`src/rtl/matmul_pkg.sv`:
```
// Shared definitions for the complex matrix-multiply sequencer: FSM state encoding,
// default sizes and the (i, h, j) -> memory address map. MATMUL_SEQ_BROW_EN selects row-major B.
package matmul_pkg;

  localparam int unsigned DefDim  = 32;
  localparam int unsigned DefNbit = 32;

  typedef logic [1:0] seq_state_t;
  localparam seq_state_t StIdle  = 2'd0;
  localparam seq_state_t StRun   = 2'd1;
  localparam seq_state_t StDrain = 2'd2;
  localparam seq_state_t StDone  = 2'd3;

  typedef struct packed {
    logic [31:0] ar;
    logic [31:0] ai;
    logic [31:0] br;
    logic [31:0] bi;
  } addr_set_t;

  // Real and imaginary parts are interleaved, so each element occupies two words.
  function automatic addr_set_t calc_addr(input int unsigned dim, input int unsigned i,
                                          input int unsigned h, input int unsigned j);
    addr_set_t   a;
    int unsigned k;
`ifdef MATMUL_SEQ_BROW_EN
    k = j * dim + h;
`else
    k = h * dim + j;
`endif
    a.ar = 2 * j + 2 * dim * i;
    a.ai = a.ar + 1;
    a.br = 2 * k;
    a.bi = a.br + 1;
    return a;
  endfunction

endpackage

```
`src/rtl/matmul_seq_if.sv`:
```
// Control/address bundle between the matmul sequencer (master) and the memories,
// accumulator and host (slave).
interface matmul_seq_if #(
  parameter int unsigned DIM     = matmul_pkg::DefDim,
  parameter int unsigned ADDRESS = $clog2(2 * DIM * DIM)
);
  localparam int unsigned IdxW = $clog2(DIM);

  logic               start_seq;
  logic               stall_seq;
  logic [ADDRESS-1:0] addr_ar_seq;
  logic [ADDRESS-1:0] addr_ai_seq;
  logic [ADDRESS-1:0] addr_br_seq;
  logic [ADDRESS-1:0] addr_bi_seq;
  logic               ena_seq;
  logic               clr_seq;
  logic               flag_seq;
  logic [IdxW-1:0]    row_seq;
  logic [IdxW-1:0]    col_seq;
  logic               busy_seq;
  logic               done_seq;

  modport master (
    input  start_seq, stall_seq,
    output addr_ar_seq, addr_ai_seq, addr_br_seq, addr_bi_seq,
    output ena_seq, clr_seq, flag_seq, row_seq, col_seq, busy_seq, done_seq
  );

  modport slave (
    output start_seq, stall_seq,
    input  addr_ar_seq, addr_ai_seq, addr_br_seq, addr_bi_seq,
    input  ena_seq, clr_seq, flag_seq, row_seq, col_seq, busy_seq, done_seq
  );
endinterface

```
`src/rtl/matmul_seq_dly.sv`:
```
// Lat-deep valid + (row, col) shift line that tracks dot products through the accumulator.
module matmul_seq_dly #(
  parameter int unsigned Lat  = 3,
  parameter int unsigned IdxW = 5
) (
  input  logic            clk_i,
  input  logic            rst_ni,
  input  logic            vld_i,
  input  logic [IdxW-1:0] row_i,
  input  logic [IdxW-1:0] col_i,
  output logic            vld_o,
  output logic [IdxW-1:0] row_o,
  output logic [IdxW-1:0] col_o,
  output logic            pend_o
);
  logic [Lat-1:0]           vld_q, vld_d;
  logic [Lat-1:0][IdxW-1:0] row_q, row_d;
  logic [Lat-1:0][IdxW-1:0] col_q, col_d;
  logic [Lat-1:0]           early;

  always_comb begin
    vld_d    = vld_q;
    row_d    = row_q;
    col_d    = col_q;
    vld_d[0] = vld_i;
    row_d[0] = row_i;
    col_d[0] = col_i;
    for (int unsigned s = 1; s < Lat; s++) begin
      vld_d[s] = vld_q[s-1];
      row_d[s] = row_q[s-1];
      col_d[s] = col_q[s-1];
    end
  end

  // Pending excludes the entry currently being flagged so the drain ends with the last flag.
  always_comb begin
    early          = vld_q;
    early[Lat-1]   = 1'b0;
    pend_o         = vld_i | (|early);
  end

  always_ff @(posedge clk_i or negedge rst_ni) begin
    if (!rst_ni) begin
      vld_q <= '0;
      row_q <= '0;
      col_q <= '0;
    end else begin
      vld_q <= vld_d;
      row_q <= row_d;
      col_q <= col_d;
    end
  end

  assign vld_o = vld_q[Lat-1];
  assign row_o = row_q[Lat-1];
  assign col_o = col_q[Lat-1];
endmodule

```
`src/rtl/matmul_seq.sv`:
```
// Address/control sequencer for C = A*B: walks i, h, j and issues interleaved re/im addresses.
// Build option MATMUL_SEQ_BROW_EN switches B addressing from column-major to row-major.
module matmul_seq
  import matmul_pkg::*;
#(
  parameter int unsigned NBIT    = DefNbit,
  parameter int unsigned DIM     = DefDim,
  parameter int unsigned ADDRESS = $clog2(2 * DIM * DIM),
  parameter int unsigned DIV     = 16,
  parameter int unsigned LAT     = 3
) (
  input logic          clk_seq,
  input logic          rst_seq,
  matmul_seq_if.master bus
);
  localparam int unsigned     IdxW   = $clog2(DIM);
  localparam int unsigned     CntW   = (DIV > 1) ? $clog2(DIV) : 1;
  localparam logic [IdxW-1:0] IdxMax = IdxW'(DIM - 1);
  localparam logic [CntW-1:0] CntMax = CntW'(DIV - 1);

  if (NBIT < 1 || DIV < 1 || LAT < 1 || ADDRESS < $clog2(2 * DIM * DIM)) begin : g_param_err
    $error("matmul_seq: illegal parameter combination");
  end

  seq_state_t         state_q, state_d;
  logic [CntW-1:0]    cnt_q, cnt_d;
  logic [IdxW-1:0]    i_q, i_d, h_q, h_d, j_q, j_d;
  logic [ADDRESS-1:0] ar_q, ar_d, ai_q, ai_d, br_q, br_d, bi_q, bi_d;
  logic               ena_q, ena_d, clr_q, clr_d;
  logic               push_q, push_d;
  logic [IdxW-1:0]    push_row_q, push_row_d, push_col_q, push_col_d;
  logic               issue, last_i, last_h, last_j, pend;
  addr_set_t          a;
  logic               unused_addr_hi;

  assign a      = calc_addr(DIM, 32'(i_q), 32'(h_q), 32'(j_q));
  assign last_i = (i_q == IdxMax);
  assign last_h = (h_q == IdxMax);
  assign last_j = (j_q == IdxMax);
  assign issue  = (state_q == StRun) && !bus.stall_seq && (cnt_q == CntMax);

  // Addresses never exceed 2*DIM^2-1, so the upper word bits are always zero.
  assign unused_addr_hi = ^{a.ar[31:ADDRESS], a.ai[31:ADDRESS], a.br[31:ADDRESS],
                            a.bi[31:ADDRESS]};

  always_comb begin
    state_d    = state_q;
    cnt_d      = cnt_q;
    i_d        = i_q;
    h_d        = h_q;
    j_d        = j_q;
    ar_d       = ar_q;
    ai_d       = ai_q;
    br_d       = br_q;
    bi_d       = bi_q;
    ena_d      = 1'b0;
    clr_d      = 1'b0;
    push_d     = 1'b0;
    push_row_d = push_row_q;
    push_col_d = push_col_q;

    case (state_q)
      StIdle: begin
        if (bus.start_seq) begin
          state_d = StRun;
          cnt_d   = '0;
          i_d     = '0;
          h_d     = '0;
          j_d     = '0;
        end
      end
      StRun: begin
        if (!bus.stall_seq) begin
          cnt_d = (cnt_q == CntMax) ? '0 : cnt_q + CntW'(1);
        end
        if (issue) begin
          ar_d       = ADDRESS'(a.ar);
          ai_d       = ADDRESS'(a.ai);
          br_d       = ADDRESS'(a.br);
          bi_d       = ADDRESS'(a.bi);
          ena_d      = 1'b1;
          clr_d      = (j_q == '0);
          push_d     = last_j;
          push_row_d = i_q;
          push_col_d = h_q;
          if (last_j) begin
            j_d = '0;
            if (last_h) begin
              h_d = '0;
              i_d = last_i ? '0 : i_q + IdxW'(1);
            end else begin
              h_d = h_q + IdxW'(1);
            end
          end else begin
            j_d = j_q + IdxW'(1);
          end
          if (last_i && last_h && last_j) state_d = StDrain;
        end
      end
      StDrain: begin
        if (!pend) state_d = StDone;
      end
      StDone:  state_d = StIdle;
      default: state_d = StIdle;
    endcase
  end

  always_ff @(posedge clk_seq or negedge rst_seq) begin
    if (!rst_seq) begin
      state_q    <= StIdle;
      cnt_q      <= '0;
      i_q        <= '0;
      h_q        <= '0;
      j_q        <= '0;
      ar_q       <= '0;
      ai_q       <= '0;
      br_q       <= '0;
      bi_q       <= '0;
      ena_q      <= 1'b0;
      clr_q      <= 1'b0;
      push_q     <= 1'b0;
      push_row_q <= '0;
      push_col_q <= '0;
    end else begin
      state_q    <= state_d;
      cnt_q      <= cnt_d;
      i_q        <= i_d;
      h_q        <= h_d;
      j_q        <= j_d;
      ar_q       <= ar_d;
      ai_q       <= ai_d;
      br_q       <= br_d;
      bi_q       <= bi_d;
      ena_q      <= ena_d;
      clr_q      <= clr_d;
      push_q     <= push_d;
      push_row_q <= push_row_d;
      push_col_q <= push_col_d;
    end
  end

  // push_q already lags the issue edge by one clock, so LAT stages land the flag LAT after ena.
  matmul_seq_dly #(
    .Lat  (LAT),
    .IdxW (IdxW)
  ) u_dly (
    .clk_i  (clk_seq),
    .rst_ni (rst_seq),
    .vld_i  (push_q),
    .row_i  (push_row_q),
    .col_i  (push_col_q),
    .vld_o  (bus.flag_seq),
    .row_o  (bus.row_seq),
    .col_o  (bus.col_seq),
    .pend_o (pend)
  );

  assign bus.addr_ar_seq = ar_q;
  assign bus.addr_ai_seq = ai_q;
  assign bus.addr_br_seq = br_q;
  assign bus.addr_bi_seq = bi_q;
  assign bus.ena_seq     = ena_q;
  assign bus.clr_seq     = clr_q;
  assign bus.busy_seq    = (state_q == StRun) || (state_q == StDrain);
  assign bus.done_seq    = (state_q == StDone);
endmodule

```
`src/flat_wrapper.sv`:
```
// flat-port wrapper written by rule: the top's interface ports become plain ports
module matmul_seq_flat import matmul_pkg::*;
#(
  parameter int unsigned NBIT    = DefNbit,
  parameter int unsigned DIM     = DefDim,
  parameter int unsigned ADDRESS = $clog2(2 * DIM * DIM),
  parameter int unsigned DIV     = 16,
  parameter int unsigned LAT     = 3
)
  (clk_seq, rst_seq, bus_start_seq, bus_stall_seq, bus_addr_ar_seq, bus_addr_ai_seq, bus_addr_br_seq, bus_addr_bi_seq, bus_ena_seq, bus_clr_seq, bus_flag_seq, bus_row_seq, bus_col_seq, bus_busy_seq, bus_done_seq);
  matmul_seq_if #(.DIM(DIM), .ADDRESS(ADDRESS)) bus_i ();
  input logic clk_seq;
  input logic rst_seq;
  input wire logic [$bits(bus_i.start_seq)-1:0] bus_start_seq;
  input wire logic [$bits(bus_i.stall_seq)-1:0] bus_stall_seq;
  output wire logic [$bits(bus_i.addr_ar_seq)-1:0] bus_addr_ar_seq;
  output wire logic [$bits(bus_i.addr_ai_seq)-1:0] bus_addr_ai_seq;
  output wire logic [$bits(bus_i.addr_br_seq)-1:0] bus_addr_br_seq;
  output wire logic [$bits(bus_i.addr_bi_seq)-1:0] bus_addr_bi_seq;
  output wire logic [$bits(bus_i.ena_seq)-1:0] bus_ena_seq;
  output wire logic [$bits(bus_i.clr_seq)-1:0] bus_clr_seq;
  output wire logic [$bits(bus_i.flag_seq)-1:0] bus_flag_seq;
  output wire logic [$bits(bus_i.row_seq)-1:0] bus_row_seq;
  output wire logic [$bits(bus_i.col_seq)-1:0] bus_col_seq;
  output wire logic [$bits(bus_i.busy_seq)-1:0] bus_busy_seq;
  output wire logic [$bits(bus_i.done_seq)-1:0] bus_done_seq;
  assign bus_i.start_seq = bus_start_seq;
  assign bus_i.stall_seq = bus_stall_seq;
  assign bus_addr_ar_seq = bus_i.addr_ar_seq;
  assign bus_addr_ai_seq = bus_i.addr_ai_seq;
  assign bus_addr_br_seq = bus_i.addr_br_seq;
  assign bus_addr_bi_seq = bus_i.addr_bi_seq;
  assign bus_ena_seq = bus_i.ena_seq;
  assign bus_clr_seq = bus_i.clr_seq;
  assign bus_flag_seq = bus_i.flag_seq;
  assign bus_row_seq = bus_i.row_seq;
  assign bus_col_seq = bus_i.col_seq;
  assign bus_busy_seq = bus_i.busy_seq;
  assign bus_done_seq = bus_i.done_seq;
  matmul_seq #(.NBIT(NBIT), .DIM(DIM), .ADDRESS(ADDRESS), .DIV(DIV), .LAT(LAT)) u_core (.clk_seq(clk_seq), .rst_seq(rst_seq), .bus(bus_i));
endmodule
```
`config.mk`:
```
export PLATFORM = sky130hd
export DESIGN_NAME = matmul_seq_flat
export DESIGN_NICKNAME = d
export VERILOG_FILES = /design/src/rtl/matmul_pkg.sv /design/src/rtl/matmul_seq_if.sv /design/src/rtl/matmul_seq_dly.sv /design/src/rtl/matmul_seq.sv /design/src/flat_wrapper.sv
export SDC_FILE = /design/constraint.sdc
export NUM_CORES = 1
export LEC_CHECK = 0
export CORE_ASPECT_RATIO = 0.7
export CORE_UTILIZATION = 51
export CTS_CLUSTER_SIZE = 20
export DETAILED_ROUTE_END_ITERATION = 12
export GPL_ROUTABILITY_DRIVEN = 1
export PLACE_DENSITY = 0.79
export REMOVE_ABC_BUFFERS = 1
export SYNTH_ARGS = -nofsm -noshare
export SYNTH_HDL_FRONTEND = slang
export SYNTH_SLANG_ARGS = --single-unit
```
`constraint.sdc`:
```
create_clock -name clk_seq -period 2.8 [get_ports clk_seq]
set_input_delay 0.56 -clock clk_seq [delete_from_list [all_inputs] [get_ports clk_seq]]
set_output_delay 0.56 -clock clk_seq [all_outputs]
set_load 0.005 [all_outputs]
```
Word level (Yosys, flattened, before mapping)
Index checks and enable logic that the tools add are counted.
W data, S select, Z words.
- bits in registers: 110
- latch bits: 0
- RAM bits: 0
- memory bits (read-only): 0
- output and inout port bits: 59
- memories: 0
- add/sub/neg operators: 8
- $mul: 0
- divide/modulo/power cells: 0
- magnitude comparators: 0
- eq/ne operators: 14
- shift-type cells: 0
- mux-type cells: 28
- bitwise logic cells: 1
- reduce and logical (&&, ||, !) cells: 16
- operator list (cell ; number):
    $mux W5 ; 10
    $pmux W5 S2 ; 3
    $add A11 B1 Y11 const B ; 2
    $add A5 B1 Y5 const B ; 3
    $eq A5 B5 Y1 const B ; 3
    $mux W4 ; 3
    $add A6 B11 Y11 ; 1
    $add A10 B5 Y10 ; 1
    $mux W2 ; 4
    $ne A2 B2 Y1 const B ; 4
    $pmux W2 S4 ; 1
    $pmux W4 S2 ; 1
    $reduce_and A4 Y1 ; 2
    $mux W1 ; 6
    $ne A2 B1 Y1 const B ; 3
    $reduce_and A3 Y1 ; 2
    $logic_not A5 Y1 ; 1
    $reduce_and A5 Y1 ; 1
    $add A4 B1 Y4 const B ; 1
    $eq A2 B2 Y1 const B ; 2
    $eq A4 B4 Y1 const B ; 1
    $logic_and A1 B1 Y1 ; 4
    $eq A2 B1 Y1 const B ; 1
    $logic_not A2 Y1 ; 1
    other kinds (6) ; 6

Longest topological paths before layout
- depth in word-level cells: 6
- mapped depth: 7
- gate-level depth less buffers: 7

By module
A second synthesis with hierarchy kept.
- cells, all modules: 240
- area total of the unflattened synthesis: 3014.1 sq um
- by module, submodules not included (module ; times used ; cells each ; area each (sq um) ; sequential area each (sq um)):
    matmul_seq ; 1 ; 206 ; 2182.1 ; 1001.0
    matmul_seq_dly ; 1 ; 34 ; 832.0 ; 825.8

Worst setup path after synthesis
Ideal clock, no wire load.
- path type: reg2reg
- from: register u_core.j_q[0]
- to: register u_core.h_q[3]
- setup time: 0.069 ns
- arrival: 2.003 ns
- required time: 2.731 ns
- slack: 0.728 ns
- stages on the path, launching flop included: 8
- path buffers: 0
- period minus slack after synthesis: 2.072 ns
- cell sequence: dfrtp_1 -> ha_1 -> and3_1 -> ha_1 -> nand4_1 -> a211o_1 -> or4_1 -> nand3_1
- longest elaborated chain between the ends: 3
- ends and longest elaborated chain (element ; RTL line ; text):
    start: declaration ; matmul_seq.sv:27 ; logic [IdxW-1:0] i_q, i_d, h_q, h_d, j_q, j_d;
    start signal: assignment ; matmul_seq.sv:129 ; j_q <= j_d;
    $eq A5 B5 Y1 ; matmul_seq.sv:39 ; assign last_j = (j_q == IdxMax);
    $ne A2 B1 Y1 (no source line) ; - ;
    $reduce_and A4 Y1 (no source line) ; - ;
    end signal: assignment ; matmul_seq.sv:113 ; h_q <= '0;
    end signal: assignment ; matmul_seq.sv:128 ; h_q <= h_d;
    end: declaration ; matmul_seq.sv:27 ;
No other way between the ends.
A chain may end at the register's enable or synchronous reset.

Worst setup path in the final report
Same ends and word-level chain as after synthesis.

==> flow_metrics.env <==
export IMPL_outcome="complete, no violations"
export IMPL_ys_ff_latch=73
export IMPL_async_reset_ff_share_pct=100
export IMPL_final_util_pct=63.8
export IMPL_timing_rr_end="u_core.h_q[3]"
export IMPL_worstPathArrival_ns=2.56
export IMPL_drive_above_1_share_pct=14.8
export IMPL_postCtsHoldBufs=0
export IMPL_cts_resized=0
export IMPL_wire_per_inst_microns=14.2
export IMPL_port_buffers=60
export IMPL_required_ns=3.09
export IMPL_n_antenna_cell=0
export IMPL_drc=0
export IMPL_fillCellCount=462
export IMPL_cts_root_buf="clkbuf_8"
export IMPL_multi_input_area_sq_um=966
export IMPL_synth_edf_count=0
export IMPL_cts_tree="built"
export IMPL_grt_pass1_vias=1822
export IMPL_finalCriticalPeriod_ns=2.28
export IMPL_period_share_pct=81.3
export IMPL_relSlewSlack_pct=41.9
export IMPL_syn_area_per_cell_sq_um=12.7
export IMPL_num_vias=1870
export IMPL_hpwl_mm=3.49
export IMPL_die_h_microns=67.5
export IMPL_syn_inst=246
export IMPL_first_pass_iters=4
export IMPL_via_per_inst=5.21
export IMPL_rsz0062_at_grt="false"
export IMPL_min_path_type="in -> async"
export IMPL_cts_sinks=73
export IMPL_total_power_mw=2.71
export IMPL_netlist_top_cells_area="dfrtp_1 58%, buf_4 9.4%, mux2_2 6.5%, ha_1 5.2%, a22o_1 2.2%"
export IMPL_power_leakage_nw=1.77
export IMPL_synth_most_common_cell="dfrtp_1"
export IMPL_hold_violations=0
export IMPL_die_area_sq_um=6450
export IMPL_antenna_found_initial=0
export IMPL_ant_nets=0
export IMPL_crit_type="reg -> reg"
export IMPL_start_util_pct=53.7
export IMPL_netlist_top_cells_count="73 x dfrtp_1, 39 x buf_4, 18 x mux2_2, 13 x ha_1"
export IMPL_yosysTopAreaCell="dfrtp_1"
export IMPL_grt_max_degree=74
export IMPL_syn_to_final_growth_pct=18.7
export IMPL_ioPinCount=63
export IMPL_h_tree_depth=3
export IMPL_r2r_start="u_core.j_q[0]"
export IMPL_track_usage_pct=17.8
export IMPL_max_cap_viol_count=0
export IMPL_cp_end_kind="register"
export IMPL_power_density_nw_per_um2=730
export IMPL_start_kind="register"
export IMPL_r2r_setup_slack_ns=0.52
export IMPL_slew_viol_final=0
export IMPL_yosysWarningCount=0
export IMPL_rr_worst_depth=7
export IMPL_globalplace_congestion=0.768
export IMPL_post_cts_buffers=0
export IMPL_fp_row_count=23
export IMPL_seq_area_sq_um=1830
export IMPL_clkLatencyLatePin_ns=0.34
export IMPL_clkTransAtPathRegs_ns=0.07
export IMPL_tns_ns=0
export IMPL_critPathMaxFanout=8
export IMPL_clockBufferDepth=2
export IMPL_worstMarginPinSlew_ns=0.871
export IMPL_num_nets_final=296
export IMPL_grt_ovfl_total=0
export IMPL_routed_wirelength_mm=5.11
export IMPL_synth_seq_area_share_pct=58.5
export IMPL_cts_buffers=9
export IMPL_grt_pass1_wl_mm=8.22
export IMPL_drtIter0Drc=74
export IMPL_netlist_area_leader_share_pct=58.5
export IMPL_finClkSkew_ns=0.00542
export IMPL_synth_area_sq_um=3120
export IMPL_coreArea_sq_um=5810
export IMPL_synth_flop_cell="dfrtp_1"
export IMPL_setup_violations=0
export IMPL_fmax_mhz=439
export IMPL_die_w_microns=95.6
export IMPL_yosysUniqueCellTypes=40
export IMPL_irDropWorstVdd_v=0.000497
## metrics by stage
stage / worst slack (ns) / hold slack [ns] / cells / area, sq um
2_1_floorplan: 0.633 / 0.264 / 205 / 2820
3_3_place_gp: 0.532 / 0.331 / 343 / 3540
3_5_place_dp: 0.502 / 0.335 / 343 / 3540
4_1_cts: 0.525 / 0.344 / 359 / 3710
5_1_grt: 0.368 / 0.347 / 359 / 3710
6_report: 0.524 / 0.320 / 359 / 3710
## layout make-up
cell class,count,area share (%)
Multi-Input combinational cell,124,26.0
Inverter,8,0.809
Clock inverter,6,1.21
Timing Repair Buffer,63,16.7
Tap cell,75,2.53
Sequential cell,73,49.2
Clock buffer,10,3.44
## layout by cell type (no fill, tap or decap), drive strengths merged, types with 4 or more instances in the layout
cell	netlist	routed
clkdlybuf4s50	0	59
and3	7	7
clkbuf	2	10
dfrtp	73	73
inv	8	8
nand2b	8	8
nand3	5	5
mux2	18	18
a22o	8	8
o21ai	8	8
ha	13	13
nor2	9	9
nand2	7	7
buf	40	4
## worst max-delay path by stage
stage	from	endpoint	slack [ns]	cells past startpoint
after global routing	u_core.j_q[0]	u_core.h_q[3]	0.37	7
final	u_core.j_q[0]	u_core.h_q[3]	0.52	7
after detailed placement	bus_stall_seq	u_core.h_q[3]	0.50	5
after floorplan	u_core.state_q[1]	u_core.bus.addr_ar_seq[10]	0.63	5
after global placement	bus_stall_seq	u_core.h_q[3]	0.53	5
after CTS	u_core.j_q[0]	u_core.h_q[3]	0.52	7
## state kept, by name (all words and copies together) (netlist names), 2 cells and up
| name | cells |
|---|---|
| u_core.u_dly.vld_q | 3 |
| u_core.cnt_q | 4 |
| u_core.bus.addr_bi_seq | 6 |
| u_core.u_dly.col_d | 10 |
| u_core.h_q | 5 |
| u_core.push_row_q | 4 |
| u_core.u_dly.col_o | 5 |
| u_core.u_dly.row_d | 10 |
| u_core.j_q | 5 |
| u_core.state_q | 2 |
| u_core.i_q | 5 |
| u_core.push_col_q | 4 |
| u_core.u_dly.row_o | 5 |
## worst max-delay path, cell delays in order, from the launching register on
cell and delay [ns]:
dfrtp_1 0.43, ha_1 0.22, and3_1 0.17, ha_1 0.28, nand4_1 0.11, a211o_1 0.40, or4_1 0.53, nand3_1 0.09
## where the power goes
group	leakage [nW]	switching [mW]	internal, mW
combinational	0.735	0.254	0.449
clock	0.0785	0.377	0.322
sequential	0.956	0.128	1.18
## logic make-up after synthesis
kind of cell	Yosys count	share of synthesized area, %
AO/OA/AOI/OAI	36	8.77
other	1	0.120
flip-flops	73	58.5
multiplexers	20	7.13
adder cells (fa/ha/maj)	13	5.21
buffers and inverters	50	10.7
AND/OR/NAND/NOR	53	9.57
## routing by layer
layer	global-route usage, %	wire, microns	vias to the layer above
li1	-	-	892
met1	22.0	2330	899
met2	27.3	2340	68
met3	8.45	378	11
met4	6.72	60	0
met5	0	0	-
Power figures use the tool's default switching activity.
